## src/rtl/tsc_pkg.sv

```systemverilog
// Shared types and defaults for the trigger-surround-cache readout.
// The window length helper keeps the derivation in one place.
package tsc_pkg;

    localparam int ADDR_W_DEF    = 5;
    localparam int DATA_W_DEF    = 8;
    localparam int PRE_TRIG_DEF  = 16;
    localparam int POST_TRIG_DEF = 15;

    typedef enum logic [2:0] {
        IDLE,
        ARMED,
        POST,
        RD_ADDR,
        RD_WAIT,
        RD_OUT,
        DONE
    } tsc_state_t;

    // Samples in the window: pre-trigger, the trigger itself, post-trigger.
    function automatic int window(input int pre, input int post);
        return pre + post + 1;
    endfunction

endpackage

```

## src/rtl/tsc_readout.sv

```systemverilog
// Read-side sequencer of the trigger-surround cache: waits for the
// trigger, lets the post-trigger samples land, then streams the window.
module tsc_readout
    import tsc_pkg::*;
#(
    parameter int BUFFER_DEPTH = 32,
    parameter int ADDR_W       = ADDR_W_DEF,
    parameter int DATA_W       = DATA_W_DEF,
    parameter int PRE_TRIG     = PRE_TRIG_DEF,
    parameter int POST_TRIG    = POST_TRIG_DEF
) (
    input  logic              clk,
    input  logic              rst,
    input  logic              arm,
    input  logic              trig,
    input  logic [ADDR_W-1:0] trig_ptr,
    input  logic              wr_en,
    output logic [ADDR_W-1:0] buf_rd_addr,
    input  logic [DATA_W-1:0] buf_rd_dat,
    output logic              out_rdy,
    input  logic              out_req,
    output logic [DATA_W-1:0] out_dat,
    output logic              out_last,
    output logic              busy,
    output logic              done
);

    localparam int WIN = window(PRE_TRIG, POST_TRIG);
    // The window can never be longer than the buffer it is read from.
    localparam int WIN_USED = (WIN <= BUFFER_DEPTH) ? WIN : BUFFER_DEPTH;
    localparam int CNT_W = (POST_TRIG > 0) ? $clog2(POST_TRIG + 1) : 1;
    localparam logic [ADDR_W-1:0] IDX_LAST = ADDR_W'(WIN_USED - 1);
    localparam logic [ADDR_W-1:0] PRE_OFS = ADDR_W'(PRE_TRIG);
    localparam logic [CNT_W-1:0] POST_END = CNT_W'(POST_TRIG);

    tsc_state_t        state, state_n;
    logic [ADDR_W-1:0] start_ptr, start_n;
    logic [ADDR_W-1:0] rd_idx, idx_n;
    logic [CNT_W-1:0]  post_cnt, post_n, post_inc;
    logic [ADDR_W-1:0] addr_n;
    logic [DATA_W-1:0] dat_n;
    logic              rdy_n, last_n;

    assign post_inc = post_cnt + 1'b1;

    // State register plus all registered outputs and counters.
    always_ff @(posedge clk) begin
        if (rst) begin
            state       <= IDLE;
            start_ptr   <= '0;
            rd_idx      <= '0;
            post_cnt    <= '0;
            buf_rd_addr <= '0;
            out_dat     <= '0;
            out_rdy     <= 1'b0;
            out_last    <= 1'b0;
            busy        <= 1'b0;
            done        <= 1'b0;
        end else begin
            state       <= state_n;
            start_ptr   <= start_n;
            rd_idx      <= idx_n;
            post_cnt    <= post_n;
            buf_rd_addr <= addr_n;
            out_dat     <= dat_n;
            out_rdy     <= rdy_n;
            out_last    <= last_n;
            busy        <= (state_n != IDLE);
            done        <= (state_n == DONE);
        end
    end

    // Next-state and next-register values for the sequencer.
    always_comb begin
        state_n = state;
        start_n = start_ptr;
        idx_n   = rd_idx;
        post_n  = post_cnt;
        addr_n  = buf_rd_addr;
        dat_n   = out_dat;
        rdy_n   = out_rdy;
        last_n  = out_last;
        unique case (state)
            IDLE: begin
                if (arm) state_n = ARMED;
            end
            ARMED: begin
                if (trig) begin
                    start_n = trig_ptr - PRE_OFS;
                    idx_n   = '0;
                    post_n  = '0;
                    state_n = (POST_TRIG == 0) ? RD_ADDR : POST;
                end
            end
            POST: begin
                if (wr_en) begin
                    post_n = post_inc;
                    if (post_inc == POST_END) state_n = RD_ADDR;
                end
            end
            RD_ADDR: begin
                addr_n  = start_ptr + rd_idx;
                state_n = RD_WAIT;
            end
            RD_WAIT: begin
                dat_n   = buf_rd_dat;
                rdy_n   = 1'b1;
                last_n  = (rd_idx == IDX_LAST);
                state_n = RD_OUT;
            end
            RD_OUT: begin
                if (out_req) begin
                    rdy_n   = 1'b0;
                    last_n  = 1'b0;
                    idx_n   = rd_idx + 1'b1;
                    state_n = out_last ? DONE : RD_ADDR;
                end
            end
            DONE: begin
                state_n = IDLE;
            end
            default: begin
                state_n = IDLE;
            end
        endcase
    end

endmodule

```

## config.mk

```make
export PLATFORM = sky130hd
export DESIGN_NAME = tsc_readout
export DESIGN_NICKNAME = d
export VERILOG_FILES = /design/src/rtl/tsc_pkg.sv /design/src/rtl/tsc_readout.sv
export SDC_FILE = /design/constraint.sdc
export NUM_CORES = 1
export LEC_CHECK = 0
export CAP_MARGIN = 10
export CORE_UTILIZATION = 45
export CTS_CLUSTER_DIAMETER = 100
export DETAILED_ROUTE_END_ITERATION = 7
export GPL_TIMING_DRIVEN = 0
export PLACE_DENSITY = 0.73
export SLEW_MARGIN = 20
export SYNTH_ARGS = -nofsm -noshare
export SYNTH_HDL_FRONTEND = slang
export SYNTH_SLANG_ARGS = --single-unit
```

## constraint.sdc

```tcl
create_clock -name clk -period 2.6 [get_ports clk]
set_input_delay 0.52 -clock clk [delete_from_list [all_inputs] [get_ports clk]]
set_output_delay 0.52 -clock clk [all_outputs]
set_load 0.02 [all_outputs]
```

==> impl_metrics.py, run 1 <==
metrics = {
    "setup_path": {
        "crit_buf_inv": 1,
        "reg2reg_depth": 7,
        "path_max_fanout": 4,
        "cp_top_family": "buffers and inverters",
        "crit_slowest_cell": "clkdlybuf4s50_1",
        "path_cells": "clkdlybuf4s50_1",
        "reg2reg_from": "rd_idx[0]",
        "worstSetupPathType": "register to output port",
        "end_kind": "output port",
        "critPathLaunchType": "register",
        "r2r_slack_ns": 0.93,
        "cpPeakStageDelay_ns": 0.62,
        "worstPathRequired_ns": 2.08,
        "critPathArrivalTime_ns": 1.36,
        "r2r_end": "buf_rd_addr[4]",
    },
    "clocking": {
        "path_clk_slew_ns": 0.11,
        "clk_path_buf_depth": 2,
        "cts_buffers": 5,
        "cts_tree": "yes",
        "htree_levels": 2,
        "cts_num_sinks": 34,
        "clock_latency_ns": 0.35,
        "root_buffer": "clkbuf_4",
        "post_cts_buffers": 0,
        "cts_hold_buf": 0,
        "cts_resized": 0,
    },
    "floorplan": {
        "die_h_um": 61.6,
        "start_util_pct": 47.6,
        "rows": 21,
        "die_x_um": 61.6,
        "die-area_mm2": 0.00380,
        "coreArea_mm2": 0.00336,
        "ioPinCount": 36,
    },
    "pwr": {
        "leakage_nw": 0.786,
        "power.density_mw_per_mm2": 504,
        "finalPower_mw": 1.05,
        "p_int_mw": 0.812,
        "p_clk_share_pct": 38.2,
        "ir_drop_v": 0.000371,
        "power_frac_seq_pct": 51.4,
        "power_switching_share_pct": 22.5,
        "comb_power_share_pct": 10.5,
        "p_sw_mw": 0.236,
    },
    "timing": {
        "slew_headroom_pct": 61.2,
        "min_period_ns": 1.88,
        "fin_skew_ns": 0.0138,
        "fin_setup_tns_ns": 0,
        "drv_slew": 0,
        "final_hold_viol_count": 0,
        "min_period_over_period_pct": 72.4,
        "final-setup-viol-count": 0,
        "tightest_slew_ns": 0.581,
        "fmax_mhz": 531,
        "rsz0062_at_grt": "no",
        "worst_slack_ns": 0.716,
    },
    "routing": {
        "wirelength_mm": 3.32,
        "dr.pass1.iters": 4,
        "vias_per_cell": 5.16,
        "drc": 0,
        "ant_nets": 0,
        "drt-wirelength-per-cell_um": 12.7,
        "drt_iter0_markers": 40,
        "num_vias": 1352,
    },
    "finish": {
        "drive_above_1_share_pct": 9.26,
        "layout_common_cells": "34 x dfxtp_1, 34 x clkdlybuf4s50_1, 22 x nor2_1",
        "n_antenna_cell": 0,
        "nets": 244,
        "fillers": 312,
        "area_delta_synth_final_pct": 29.9,
        "ff_latch_area_um2": 681,
        "multi_input_area_um2": 827,
    },
    "logic_synthesis": {
        "synth_area_mm2": 0.00160,
        "syn_nets": 203,
        "muxShareOfSynthArea_pct": 5.63,
        "synth-seq-cells": 34,
        "synth_xor_area_share_pct": 3.28,
        "netlist_instances": 175,
        "seq_area_frac_synth_pct": 42.5,
        "synth_adder_area_share_pct": 7.51,
        "syn_avg_cell_area_um2": 9.14,
        "synthSimpleGateAreaFrac_pct": 26.5,
        "async_flop_share_pct": 0,
        "yosysUniqueCellTypes": 41,
        "synth_top_family_by_area": "simple AND/OR/NAND/NOR gates",
        "synth_warnings": 0,
        "yosys_most_used_dff": "dfxtp_1",
        "synth-edff-count": 0,
        "synth_compound_area_share_pct": 8.76,
    },
    "global_routing": {
        "grt_pass1_vias": 1221,
        "track_usage_pct": 19.9,
        "gr-total-overflow": 0,
        "antenna_found_initial": 0,
        "grt_first_pass_wirelength_mm": 5.38,
        "grt_max_degree": 11,
    },
    "place": {
        "port_buffers": 34,
        "routabilityCongestion": 0.751,
        "dpl_worst_slack_ns": 0.587,
        "dp_hpwl_mm": 2.47,
    },
    "worst_hold_path": {
        "min_to": "buf_rd_addr[2]",
        "min_path_cells": 2,
        "worst_hold_startpoint": "buf_rd_addr[2]",
        "hold_class": "register to register",
    },
    "job": {
        "maxCapViolCount": 0,
    },
    "outcome": {
        "run_status": "complete, no violations",
    },
}
kinds of logic (layout without fill, tap and decap cells):
group,Yosys count,after routing
buffers and inverters,18,59
XOR/XNOR,6,6
AO/OA/AOI/OAI,23,23
multiplexers,9,9
flip-flops,34,34
adder cells (fa/ha/maj),9,9
AND/OR/NAND/NOR,76,76
through the flow:
step / util, % / instance area, µm² / hold WS (ns) / cells
5_1_grt: 61.8 / 2080 / 0.483 / 262
4_1_cts: 61.8 / 2080 / 0.465 / 262
6_report: 61.8 / 2080 / 0.462 / 262
2_1_floorplan: - / 1600 / 0.441 / 175
3_3_place_gp: 59.4 / 2000 / 0.440 / 255
3_5_place_dp: 59.4 / 2000 / 0.450 / 255
power by group through the flow:
stage / clock network, mW / logic, mW / registers, mW
3_3_place_gp: 0 / 0.107 / 0.550
6_report: 0.400 / 0.110 / 0.538
2_1_floorplan: 0 / 0.0541 / 0.555
4_1_cts: 0.412 / 0.110 / 0.539
5_1_grt: 0.429 / 0.119 / 0.540
3_5_place_dp: 0 / 0.109 / 0.551
how the worst max path moves through the flow:
stage	startpoint	to	cells after the start	slack (ns)
after floorplan	rd_idx[0]	buf_rd_addr[4]	7	1.09
after global placement	out_req	busy	6	0.57
after detailed placement	out_req	busy	6	0.59
after CTS	out_last	out_last	1	0.71
after global routing	out_last	out_last	1	0.67
final	out_last	out_last	1	0.72
metal layers:
metal	GRT usage [%]	share of wire (%)	vias up
li1	-	-	683
met1	22.8	44	629
met2	32.9	48	33
met3	7.35	5.6	7
met4	9.21	1.8	0
met5	0	0	-
Yosys cell counts (3+ instances only):
| library cell | instances | area [µm²] |
|---|---|---|
| mux2i_1 | 9 | 90.1 |
| inv_1 | 6 | 22.5 |
| a22oi_1 | 3 | 22.5 |
| nor2b_1 | 6 | 37.5 |
| clkbuf_1 | 4 | 15.0 |
| dfxtp_1 | 34 | 681 |
| nor2_1 | 22 | 82.6 |
| xor2_1 | 5 | 43.8 |
| nand3_1 | 6 | 30.0 |
| nand3b_1 | 3 | 22.5 |
| buf_2 | 4 | 20.0 |
| ha_1 | 8 | 100 |
| a21oi_1 | 10 | 50.1 |
| nand2_1 | 16 | 60.1 |
| nor3_1 | 5 | 25.0 |
flip-flops by register name, summed over array words and instances, names as in the netlist:
register	count
post_cnt	4
out_rdy	1
start_ptr	5
out_last	1
rd_idx	5
state	3
busy	1
buf_rd_addr	5
done	1
out_dat	8
layout make-up:
class | count | area share, %
Clock buffer | 6 | 2.47
Clock inverter | 1 | 1.44
Buffer | 12 | 3.37
Timing Repair Buffer | 34 | 16.4
Multi-Input combinational cell | 123 | 39.8
Tap cell | 46 | 2.77
Inverter | 6 | 1.08
Sequential cell | 34 | 32.7
tightest hold or removal path, delay by kind of cell, from the launching register on:
kind            cells  cell delay [ns]
simple gates        1             0.05
flops               1             0.33
compound gates      1             0.05
No activity file was read; power rests on OpenSTA's default activity.
==> inputs of run 2 (changes only) <==
--- a/config.mk
+++ b/config.mk
@@ -6,11 +6,11 @@
 export NUM_CORES = 1
 export LEC_CHECK = 0
 export CAP_MARGIN = 10
-export CORE_UTILIZATION = 45
+export CORE_UTILIZATION = 44
 export CTS_CLUSTER_DIAMETER = 100
 export DETAILED_ROUTE_END_ITERATION = 7
 export GPL_TIMING_DRIVEN = 0
-export PLACE_DENSITY = 0.73
+export PLACE_DENSITY = 0.74
 export SLEW_MARGIN = 20
 export SYNTH_ARGS = -nofsm -noshare
 export SYNTH_HDL_FRONTEND = slang
==> constraint.sdc (replaced) <==
create_clock -name clk -period 1.6 [get_ports clk]
set_input_delay 0.32 -clock clk [delete_from_list [all_inputs] [get_ports clk]]
set_output_delay 0.32 -clock clk [all_outputs]
set_load 0.02 [all_outputs]
==> run 2 against run 1 <==
Effect of this change:
- final cell count rose by 1.9%
- sequential share of layout area fell by 0.72 points
- combinational power rose by 72%
- critical endpoint is now done
==> impl_metrics.py, run 2 (same netlist as run 1, synthesis figures left out) <==
metrics = {
    "finish": {
        "layout_common_cells": "31 x dfxtp_1, 22 x nor2_1, 18 x clkdlybuf4s50_1",
        "drive_above_1_share_pct": 15.8,
        "final_cell_count_no_fill": 267,
        "largest_reg_flops": 8,
        "postLayoutCoreUtil_pct": 62.8,
        "n_antenna_cell": 0,
        "area_delta_synth_final_pct": 34.1,
        "largest-register": "out_dat",
        "final_common_cell": "dfxtp_1",
        "nets": 248,
        "fin_area_mm2": 0.00215,
    },
    "clocking": {
        "path_clk_slew_ns": 0.10,
        "cts_hold_buf": 0,
        "cts_tree": "yes",
        "cts_num_sinks": 34,
        "clock_latency_ns": 0.33,
        "cts_buffers": 5,
        "htree_levels": 2,
        "root_buffer": "clkbuf_4",
        "clk_path_buf_depth": 2,
    },
    "routing": {
        "num_vias": 1394,
        "vias_per_cell": 5.22,
        "wirelength_mm": 3.63,
        "ant_nets": 0,
        "dr.pass1.iters": 4,
        "drc": 0,
        "drt-wirelength-per-cell_um": 13.6,
        "drt_iter0_markers": 71,
    },
    "setup_path": {
        "cp-endpoint": "done",
        "cp.depth": 1,
        "r2r_slack_ns": 0.07,
        "path_max_fanout": 1,
        "cp_top_family": "buffers and inverters",
        "path_cells": "clkdlybuf4s50_1",
        "reg2reg_from": "state[2]",
        "cpPeakStageDelay_ns": 0.59,
        "crit_path_start": "done",
        "worstSetupPathType": "register to output port",
        "r2r_end": "busy",
        "reg2reg_depth": 6,
        "critPathLaunchType": "register",
        "crit_slowest_cell": "clkdlybuf4s50_1",
        "end_kind": "output port",
        "worstPathRequired_ns": 1.28,
        "crit_buf_inv": 1,
        "critPathArrivalTime_ns": 1.24,
    },
    "timing": {
        "min_period_ns": 1.56,
        "hold_slack_ns": 0.285,
        "slew_headroom_pct": 68.2,
        "fin_setup_tns_ns": 0,
        "min_period_over_period_pct": 97.4,
        "tightest_slew_ns": 0.477,
        "drv_slew": 0,
        "final_hold_viol_count": 0,
        "fmax_mhz": 642,
        "final-setup-viol-count": 0,
        "fin_skew_ns": 0.0117,
        "rsz0062_at_grt": "yes",
        "worst_slack_ns": 0.0416,
    },
    "place": {
        "post-place-cells": 255,
        "dpl_worst_slack_ns": -0.253,
        "routabilityCongestion": 0.802,
        "port_buffers": 34,
        "dp_hpwl_mm": 2.55,
        "placed_cell_area_mm2": 0.00200,
    },
    "floorplan": {
        "die_h_um": 62.3,
        "start_util_pct": 46.8,
        "coreArea_mm2": 0.00342,
        "die_x_um": 62.3,
        "die-area_mm2": 0.00388,
        "ioPinCount": 36,
        "rows": 21,
    },
    "global_routing": {
        "antenna_found_initial": 0,
        "track_usage_pct": 19.5,
        "gr-total-overflow": 0,
        "grt_max_degree": 12,
        "grt_pass1_vias": 1362,
        "grt_first_pass_wirelength_mm": 6.01,
    },
    "pwr": {
        "leakage_nw": 0.900,
        "finalPower_mw": 1.68,
        "power.density_mw_per_mm2": 783,
        "ir_drop_v": 0.000467,
    },
    "outcome": {
        "run_status": "complete, no violations",
    },
    "job": {
        "maxCapViolCount": 0,
    },
    "worst_hold_path": {
        "hold_class": "input port to register",
    },
}
run 2: cell count changes in the layout (fill, tap and decap cells not counted), sizes merged:
cell           before  now
clkdlybuf4s50      34   18
dlymetal6s2s        0    1
clkinv              0    2
clkbuf             11   12
dlygate4sd2         0   15
buf                 7    9
run 2: worst min-delay path by stage:
stage / startpoint / slack [ns] / to / cells after the start
floorplan: trig_ptr[4] / 0.42 / start_ptr[4] / 1
global placement: buf_rd_addr[2] / 0.44 / buf_rd_addr[2] / 2
detailed placement: buf_rd_addr[0] / 0.45 / buf_rd_addr[0] / 2
CTS: rst / 0.27 / state[1] / 2
global route: rst / 0.29 / state[1] / 2
finish: rst / 0.28 / state[1] / 2
run 2: timing repair:
item	CTS	global route
setup endpoints to repair	16	12
pin swaps	0	4
buffers inserted	0	4
gates resized for setup	18	16
run 2: cell type report:
class                   instances  area (µm²)
inverters                       6        22.5
plain buffers                  12        77.6
multi-input cells             123         870
clock inverters                 3        40.0
clock buffers                   5        37.5
repair buffers                 38         354
fillers                       302        1270
flip-flops and latches         34         687
well taps                      46        57.6
run 2: where the power goes:
part	switching, mW	internal, mW
combinational	0.0931	0.0957
sequential	0.0108	0.864
clock	0.293	0.324
run 2: layer usage:
| metal | up-vias | wire length [µm] | GRT usage, % |
|---|---|---|---|
| met4 | 0 | 47 | 8.43 |
| met5 | - | 0 | 0 |
| met1 | 651 | 1600 | 23.0 |
| met3 | 5 | 209 | 5.70 |
| met2 | 45 | 1770 | 33.0 |
| li1 | 693 | - | - |
==> inputs of run 3 (changes only) <==
--- a/config.mk
+++ b/config.mk
@@ -9,7 +9,7 @@
 export CORE_UTILIZATION = 44
 export CTS_CLUSTER_DIAMETER = 100
 export DETAILED_ROUTE_END_ITERATION = 7
-export GPL_TIMING_DRIVEN = 0
+export GPL_ROUTABILITY_DRIVEN = 0
 export PLACE_DENSITY = 0.74
 export SLEW_MARGIN = 20
 export SYNTH_ARGS = -nofsm -noshare
==> run 3 against run 2 <==
Effect of this change:
- count of clock-buffer cells in the layout increased by 1
- global-route usage down 0.34 points
- clock power down 25%
- routed wire length is 8.3% lower
- flip-flop and latch count unchanged
- worst hold slack better by 0.18 ns
- first-iteration DRC count is 14% lower
- cell area fell by 1.2%
- register-to-register slack better by 0.06 ns
- combinational power decreased by 6%
- critical path depth is 6 higher
- clock skew fell by 0.00055 ns
- highest routed layer unchanged
==> impl_metrics.py, run 3 (same netlist as run 1, synthesis figures left out) <==
metrics = {
    "timing": {
        "drv_slew": 0,
        "final_hold_viol_count": 0,
        "slew_headroom_pct": 79.1,
        "min_period_over_period_pct": 91.8,
        "worst_slack_ns": 0.131,
        "rsz0062_at_grt": "no",
        "hold_slack_ns": 0.461,
        "min_period_ns": 1.47,
        "fmax_mhz": 681,
        "final-setup-viol-count": 0,
        "fin_setup_tns_ns": 0,
        "fin_skew_ns": 0.0112,
        "tightest_slew_ns": 0.310,
    },
    "pwr": {
        "ir_drop_v": 0.000519,
        "power.density_mw_per_mm2": 719,
        "finalPower_mw": 1.53,
        "leakage_nw": 0.932,
    },
    "global_routing": {
        "grt_first_pass_wirelength_mm": 5.94,
        "grt_pass1_vias": 1387,
        "gr-total-overflow": 0,
        "antenna_found_initial": 0,
        "grt_max_degree": 21,
        "track_usage_pct": 19.2,
    },
    "setup_path": {
        "end_kind": "register",
        "critPathLaunchType": "register",
        "critPathArrivalTime_ns": 1.73,
        "worstSetupPathType": "register to register",
        "reg2reg_depth": 7,
        "path_max_fanout": 2,
        "worstPathRequired_ns": 1.86,
    },
    "routing": {
        "vias_per_cell": 5.23,
        "ant_nets": 0,
        "drt_iter0_markers": 61,
        "num_vias": 1390,
        "wirelength_mm": 3.33,
        "drc": 0,
        "drt-wirelength-per-cell_um": 12.5,
        "dr.pass1.iters": 4,
    },
    "clocking": {
        "post_cts_buffers": 0,
        "cts_hold_buf": 0,
        "cts_tree": "yes",
        "cts_num_sinks": 34,
        "clk_path_buf_depth": 2,
        "htree_levels": 2,
        "clock_latency_ns": 0.33,
        "cts_buffers": 5,
        "root_buffer": "clkbuf_4",
        "path_clk_slew_ns": 0.10,
    },
    "finish": {
        "largest_reg_flops": 8,
        "final_cell_count_no_fill": 266,
        "final_common_cell": "dfxtp_1",
        "postLayoutCoreUtil_pct": 62.1,
        "layout_common_cells": "29 x dfxtp_1, 22 x nor2_1, 18 x clkdlybuf4s50_1",
        "area_delta_synth_final_pct": 32.5,
        "nets": 249,
        "fillers": 299,
        "drive_above_1_share_pct": 16.4,
        "n_antenna_cell": 0,
        "fin_area_mm2": 0.00212,
        "largest-register": "out_dat",
    },
    "place": {
        "post-place-cells": 260,
        "placed_cell_area_mm2": 0.00206,
        "port_buffers": 35,
        "dpl_worst_slack_ns": -0.158,
        "dp_hpwl_mm": 2.47,
    },
    "outcome": {
        "run_status": "complete, no violations",
    },
    "floorplan": {
        "coreArea_mm2": 0.00342,
        "ioPinCount": 36,
        "rows": 21,
        "die_x_um": 62.3,
        "start_util_pct": 46.8,
        "die-area_mm2": 0.00388,
        "die_h_um": 62.3,
    },
    "worst_hold_path": {
        "hold_class": "register to register",
        "min_path_cells": 2,
    },
    "job": {
        "maxCapViolCount": 0,
    },
}
[run 3: changes by cell type in the layout (fill, tap and decap cells not counted), sizes merged]
cell / delta
buf: +7
clkbuf: -6
clkinv: -2
dlymetal6s2s: +2
bufinv: -1
dlygate4sd2: -1
[run 3: report_power, final]
| part | internal, mW | total, mW | switching, mW |
|---|---|---|---|
| logic | 0.100 | 0.177 | 0.0771 |
| clock network | 0.198 | 0.462 | 0.264 |
| registers | 0.866 | 0.886 | 0.0206 |
[run 3: worst max-delay path: stages, from the launching register on]
cell,delay (ns)
dfxtp_2,0.34
ha_2,0.17
inv_1,0.05
fa_2,0.34
nor2b_1,0.11
o21ai_0,0.09
nor4b_1,0.15
nor3_1,0.14
[run 3: cell type report]
class                      count  area, µm²  area share, %
multi-input combinational    123        842           39.7
sequential                    34        687           32.4
timing repair buffer          51        460           21.7
tap                           46       57.6           2.71
clock buffer                   6       51.3           2.42
inverter                       6       22.5           1.06
[run 3: per-layer routing]
metal	vias to the layer above	wire [µm]	global-route usage [%]
met5	-	0	0
met4	0	49	6.69
met3	5	232	6.43
met2	41	1570	32.0
met1	651	1470	23.0
li1	693	-	-
[run 3: timing repair]
item,CTS,global route
resized for setup,15,10
cloned,0,0
endpoints found under the hold margin,0,0
endpoints found under the setup margin,15,5
pin swaps,0,1
[run 3: worst paths after layout]
kind,start,slack (ns),to
max,start_ptr[0],0.13,buf_rd_addr[4]
min,buf_rd_addr[2],0.46,buf_rd_addr[2]
max reg2reg,start_ptr[0],0.13,buf_rd_addr[4]
min reg2reg,buf_rd_addr[2],0.46,buf_rd_addr[2]
